$ cat src/rtl/store_unit.sv
// Byte-serial store unit: splits a byte/halfword/word store into little-endian
// byte beats on a byte-wide memory port, then pulses done (with err for size 11).
module store_unit #(
    parameter int ADDR_W = 16
) (
    input  logic              clk,
    input  logic              rst,
    input  logic              start,
    input  logic [ADDR_W-1:0] store_addr,
    input  logic [31:0]       store_data,
    input  logic [1:0]        size,
    output logic              busy,
    output logic              done,
    output logic              err,
    output logic [ADDR_W-1:0] mem_address,
    output logic [7:0]        mem_write_data,
    output logic              mem_write_enable,
    output logic [1:0]        state_dbg
);

    typedef enum logic [1:0] {
        IDLE  = 2'd0,
        WRITE = 2'd1,
        DONE  = 2'd2
    } state_t;

    state_t            state_q, state_d;
    logic [ADDR_W-1:0] base_q, base_d;
    logic [31:0]       data_q, data_d;
    logic [1:0]        size_q, size_d;
    logic [1:0]        beat_q, beat_d;
    logic [1:0]        last_beat;

    logic              busy_d, done_d, err_d, we_d;
    logic [ADDR_W-1:0] addr_d;
    logic [7:0]        wdata_d;

    assign state_dbg = state_q;

    always_comb begin
        case (size_q)
            2'b00:   last_beat = 2'd0;
            2'b01:   last_beat = 2'd1;
            default: last_beat = 2'd3;
        endcase
    end

    // Next-state logic; the request is latched only on an accepted start in IDLE.
    always_comb begin
        state_d = state_q;
        base_d  = base_q;
        data_d  = data_q;
        size_d  = size_q;
        beat_d  = beat_q;
        case (state_q)
            IDLE: begin
                beat_d = 2'd0;
                if (start) begin
                    base_d  = store_addr;
                    data_d  = store_data;
                    size_d  = size;
                    state_d = (size == 2'b11) ? DONE : WRITE;
                end
            end
            WRITE: begin
                if (beat_q == last_beat) begin
                    beat_d  = 2'd0;
                    state_d = DONE;
                end else begin
                    beat_d = beat_q + 2'd1;
                end
            end
            DONE:    state_d = IDLE;
            default: state_d = IDLE;
        endcase
    end

    // Outputs are computed from the next state so the registered values line up
    // with the state they describe in the same cycle.
    always_comb begin
        busy_d  = (state_d == WRITE);
        we_d    = (state_d == WRITE);
        done_d  = (state_d == DONE);
        err_d   = (state_q == IDLE) && (state_d == DONE);
        addr_d  = mem_address;
        wdata_d = 8'h00;
        if (state_d == WRITE) begin
            addr_d = base_d + {{(ADDR_W-2){1'b0}}, beat_d};
            case (beat_d)
                2'd0:    wdata_d = data_d[7:0];
                2'd1:    wdata_d = data_d[15:8];
                2'd2:    wdata_d = data_d[23:16];
                default: wdata_d = data_d[31:24];
            endcase
        end
    end

    always_ff @(posedge clk) begin
        if (rst) begin
            state_q          <= IDLE;
            base_q           <= '0;
            data_q           <= '0;
            size_q           <= '0;
            beat_q           <= '0;
            busy             <= 1'b0;
            done             <= 1'b0;
            err              <= 1'b0;
            mem_write_enable <= 1'b0;
            mem_write_data   <= 8'h00;
            mem_address      <= '0;
        end else begin
            state_q          <= state_d;
            base_q           <= base_d;
            data_q           <= data_d;
            size_q           <= size_d;
            beat_q           <= beat_d;
            busy             <= busy_d;
            done             <= done_d;
            err              <= err_d;
            mem_write_enable <= we_d;
            mem_write_data   <= wdata_d;
            mem_address      <= addr_d;
        end
    end

endmodule

$ cat config.mk
export PLATFORM = sky130hd
export DESIGN_NAME = store_unit
export DESIGN_NICKNAME = d
export VERILOG_FILES = /design/src/rtl/store_unit.sv
export SDC_FILE = /design/constraint.sdc
export NUM_CORES = 1
export LEC_CHECK = 0
export BUFFER_PORTS_ARGS = -buffer_cell sky130_fd_sc_hd__buf_2
export CAP_MARGIN = 10
export CORE_ASPECT_RATIO = 1.4
export CORE_MARGIN = 3
export CORE_UTILIZATION = 45
export DETAILED_ROUTE_END_ITERATION = 10
export PLACE_DENSITY = 0.66
export REMOVE_ABC_BUFFERS = 1
export SKIP_LAST_GASP = 1
export SYNTH_ARGS = -nofsm -noshare
export SYNTH_HDL_FRONTEND = slang
export SYNTH_SLANG_ARGS = --single-unit
$ cat constraint.sdc
create_clock -name clk -period 5.1 [get_ports clk]
set_clock_uncertainty 0.15 [all_clocks]
set_input_delay 0.765 -clock clk [delete_from_list [all_inputs] [get_ports clk]]
set_output_delay 0.765 -clock clk [all_outputs]
set_load 0.01 [all_outputs]
Word level (Yosys, flattened, before mapping):

Index checks and enable logic that the tools add are counted.

* input bits: 53
* bits in latches: 0
* logic and storage cells: 39
* memories kept: 0
* register bits after elaboration: 81
* memory bits (writable): 0
* output and inout bits: 30
* memory bits (read-only): 0

* multiply operators: 0
* add/sub/neg operators: 2
* muxes and demuxes: 12
* reductions and logical operators: 6
* bitwise logic cells: 1
* equal/unequal tests: 8
* divide/modulo/power cells: 0
* shift-type cells: 0
* $lt $le $gt $ge: 0

Operator list (count)
* 2-to-1 mux 32 bit: 2
* 2-to-1 mux 16 bit: 2
* one-hot mux 8 bit (3 select lines): 1
* adder 16 x 2 -> 16 bit: 1
* one-hot mux 2 bit (2 select lines): 3
* equality test 2 x 1 -> 1 bit, second input constant: 4
* 2-to-1 mux 2 bit: 4
* equality test 2 bit, second input constant: 3
* logical NOT 2 bit: 3
* adder 2 x 1 -> 2 bit, second input constant: 1
* equality test 2 bit: 1
* AND reduction 2 bit: 1
* OR reduction 2 bit: 1
* logical AND 1 bit: 1
* inverter 1 bit: 1

Logic depth before layout (Yosys ltp):

* word-level depth: 8
* gate-level depth with buffers: 13
* depth with buffers taken out: 10

Least setup slack after synthesis:

Ideal clock, no wire load.

* path kind: input to register
* from: input start
* to: register mem_address[15]
* path slack: 1702 ps
* library setup time: 126 ps
* stages on the path: 12
* arrival: 3122 ps
* required time: 4824 ps
* path through: nor3b_2 -> buf_4 -> buf_6 -> buf_4 -> mux2i_1 -> inv_1 -> ha_1 -> a21o_1 -> nand4_1 -> a211oi_4 -> a311o_1 -> o211ai_1

* longest elaborated chain between the ends: 3

Ends and longest elaborated chain
* from (decl): line 8 `input logic start,`
* 2-to-1 mux 16 bit: line 58 `if (start) begin`
* 2-to-1 mux 16 bit: line 55 `case (state_q)`
* net base_d[1]: line 28 `logic [ADDR_W-1:0] base_q, base_d;`
* adder 16 x 2 -> 16 bit: line 88 `addr_d = base_d + {{(ADDR_W-2){1'b0}}, beat_d};`
* to (signal assigned): line 122 `mem_address <= addr_d;`
* to (decl): line 15 `output logic [ADDR_W-1:0] mem_address,`

The timed path passes the listed nets, and every way through them passes these cells.
A chain may end at the register's enable or synchronous reset.

Worst setup path after layout:

* from: register state_q[1] (netlist: state_dbg[1])
* to: register mem_address[13]

* longest elaborated chain between the ends: 3

Ends and longest elaborated chain
* from (decl): line 27 `state_t state_q, state_d;`
* from (signal assigned): line 112 `state_q <= state_d;`
* equality test 2 x 1 -> 1 bit or logical NOT 2 bit (tied branches): line 55
* one-hot mux 2 bit (2 select lines) (*): line 55
* net beat_d[1]: line 31 `logic [1:0] beat_q, beat_d;`
* adder 16 x 2 -> 16 bit (*): line 88

The timed path passes the listed nets; every way through them passes the cells marked *.

==> metrics <==
outcome=finished, final reports clean; initial cell density of the core=between 40% and 50%; Max Slew Vio Count=0; DR iter-0 viols=118; number of hold buffers added after CTS=0; post-place setup slack=1.80 ns; CTS tree=done; WL final=a little under 9000 um; Die Wd=a little over 80 um; Post-synth EDFFs=0; Die Y=about 110 um; Post-route DRC=0; Max Clock Freq=0.311 GHz; Comb pwr share=15.7%; post-synthesis sequential area ratio=44.4%; R2R cell count=10; Max Root-Sink Buffers=2; Clk Latency, worst-skew pair=0.36 ns; post-synthesis instance total=409; Core ar.=~7800 sq um; Worst Setup Path Type=flip-flop to flip-flop; total vias in the final route=3176; CTS-repair resized insts=0; Post-synth ARST share=0%; clk slew on worst S/H paths=0.08 ns; Final period util=63.1%; wire per inst=14.9 um; share of layout cells above drive strength 1=23.5%; Nets=~540; power per cell area=~340 nW/um^2; CP Max Fanout=17; GRT Util Overall=roughly 20%; ys flop type=dfxtp_1; Filler cells=775; first-pass GRT wire length=14100 um; placement row count=38; final setup violation count=0; most common cell in the netlist=dfxtp_1; sw frac=26.3%; GRT overflow=0; Post-synth top cells=dfxtp_1, nor2_1, nand3_1; hold path depth=2; Clock Power Share=36.4%; vias in the first global route=~3000; RSZ-0062 raised after global routing=false; post-synth top area cell=dfxtp_1; post-layout minimum cycle time=3.22 ns; #FFs+latches synth=81; total CTS buffers=9; num ports=83; final instance area=4310 sq um; # port buffers=82; RePlAce Congestion=approximately 0.92; Cell Area, Placed=4070 sq um; leakage power=1.94 nW; critical path endpoint category=flip-flop; Detail Route Antenna Nets=0; Max Cap Violations=0; initial antenna violation count=0; Syn. warnings=0; die footprint=9240 sq um; H-tree depth=3; layout overhead on the synthesized area=18.1%; Worst Path Arrival=about 3.4 ns; Startpoint Class=flip-flop; min-delay worst type=flip-flop to flip-flop; slack of the critical path=1.88 ns; PnR Total Power=about 1.5 mW; Rel. slew slack=just over 20%; CTS Sinks=81; Fin. Hold Viols=0; Distinct cells, synth=49; Final TNS setup=0 ns; post-CTS setup buffer count=0; VDD IR max=between 0.2 and 0.25 mV; post-DP HPWL=6240 um; WP data required=5.23 ns; synth top area cells=dfxtp_1, mux2i_1, nand3_1, nor2_1, o21ai_0; Via-to-Cell Ratio=5.42; Avg Inst Size Synth=8.92 sq um; Reg power frac=47.9%; DR pass1 iterations=4; mapped cell area=3650 sq um; ant diodes=0; Net Sw Power=383 uW; root buf cell=clkbuf_8; pin count of the biggest net entering global routing=65; top-area cell type share of the netlist area=between 40% and 50%; Slew @ Worst Pin=~1.2 ns; Int Power=1.07 mW
[layer usage]
metal | vias up | routed length [um] | global-route usage, %
li1 | 1585 | - | -
met1 | 1471 | 3640 | 24.2
met2 | 104 | 4320 | 31.6
met3 | 16 | 575 | 5.22
met4 | 0 | 191 | 8.54
met5 | - | 0 | 0
[sequential cells by signal, summed over array words and instances (netlist names)]
signal            count
mem_write_data        8
beat_q                2
size_q                2
err                   1
state_dbg             2
data_q               32
mem_address          16
done                  1
mem_write_enable      1
base_q               16
[path summary, 6_finish.rpt]
kind | slack [ns] | endpoint | startpoint
setup / recovery | 1.88 | mem_address[13] | state_dbg[1]
setup reg to reg | 1.88 | mem_address[13] | state_dbg[1]
hold / removal | 0.30 | mem_address[4] | mem_address[4]
hold reg to reg | 0.30 | mem_address[4] | mem_address[4]
[layout by cell type (no fill, tap or decap), types with 2 or more instances in the layout]
cell and n:
nand2b_1 2, a21oi_1 20, mux2_4 2, buf_2 82
a21o_1 2, a211oi_1 4, a31oi_1 2, xor2_1 6
buf_4 5, nand3_1 49, nor3_1 4, nor2_1 51
or3_1 4, inv_1 8, and3_1 5, nand4_1 9
nand2_1 29, clkinv_2 2, dfxtp_1 81, bufinv_16 2
a311o_1 2, ha_1 2, clkbuf_8 11, xnor2_1 2
mux2i_1 46, o21ai_1 4, and4_1 2, o21ai_0 23
o211ai_1 3, o21a_1 2
[cell families (layout without fill, tap and decap cells)]
logic type	Yosys count	count (layout)	synth area share (%)
AOI/OAI and AO/OA	68	68	11.8
buffers and inverters	35	112	4.94
muxes	50	50	14.1
and+or+nand+nor	164	164	21.5
DFF	81	81	44.4
xor gates and xnor gates	8	8	1.92
adders and majority gates	3	3	1.23
[stage by stage]
stage	hold slack [ns]	util (%)	instances
final	0.300	55.3	586
after global routing	0.322	55.3	586
after CTS	0.303	55.2	585
after detailed placement	0.292	52.2	569
after global placement	0.293	52.2	569
after floorplan	0.288	-	383
[worst max-delay path, stage by stage, from the launching register on]
cell and delay, ns:
dfxtp_1 0.47, nor4bb_1 0.42, o21a_1 0.54, nor2_1 0.19, inv_1 0.10, ha_1 0.15
a21o_1 0.16, nand4_1 0.21, a211oi_4 0.42, nand4_1 0.14, a31oi_1 0.19
[final cells by class]
type                    instances  area [sq um]  share of cell area [%]
clock buffers                  11           151                    3.51
clock inverters                 5          77.6                    1.80
inverters                       9          33.8                   0.784
multi-input cells             293          1850                    43.0
flip-flops and latches         81          1620                    37.6
well taps                     100           125                    2.90
repair buffers                 87           448                    10.4
[power by group through the flow]
stage	Sequential [mW]	Combinational, mW	Clock, mW
after CTS	0.698	0.232	0.536
after floorplan	0.717	0.144	0
final	0.698	0.228	0.530
after global routing	0.704	0.255	0.563
after detailed placement	0.713	0.231	0
after global placement	0.712	0.227	0
Note: power is estimated with default switching activity, not from simulation.
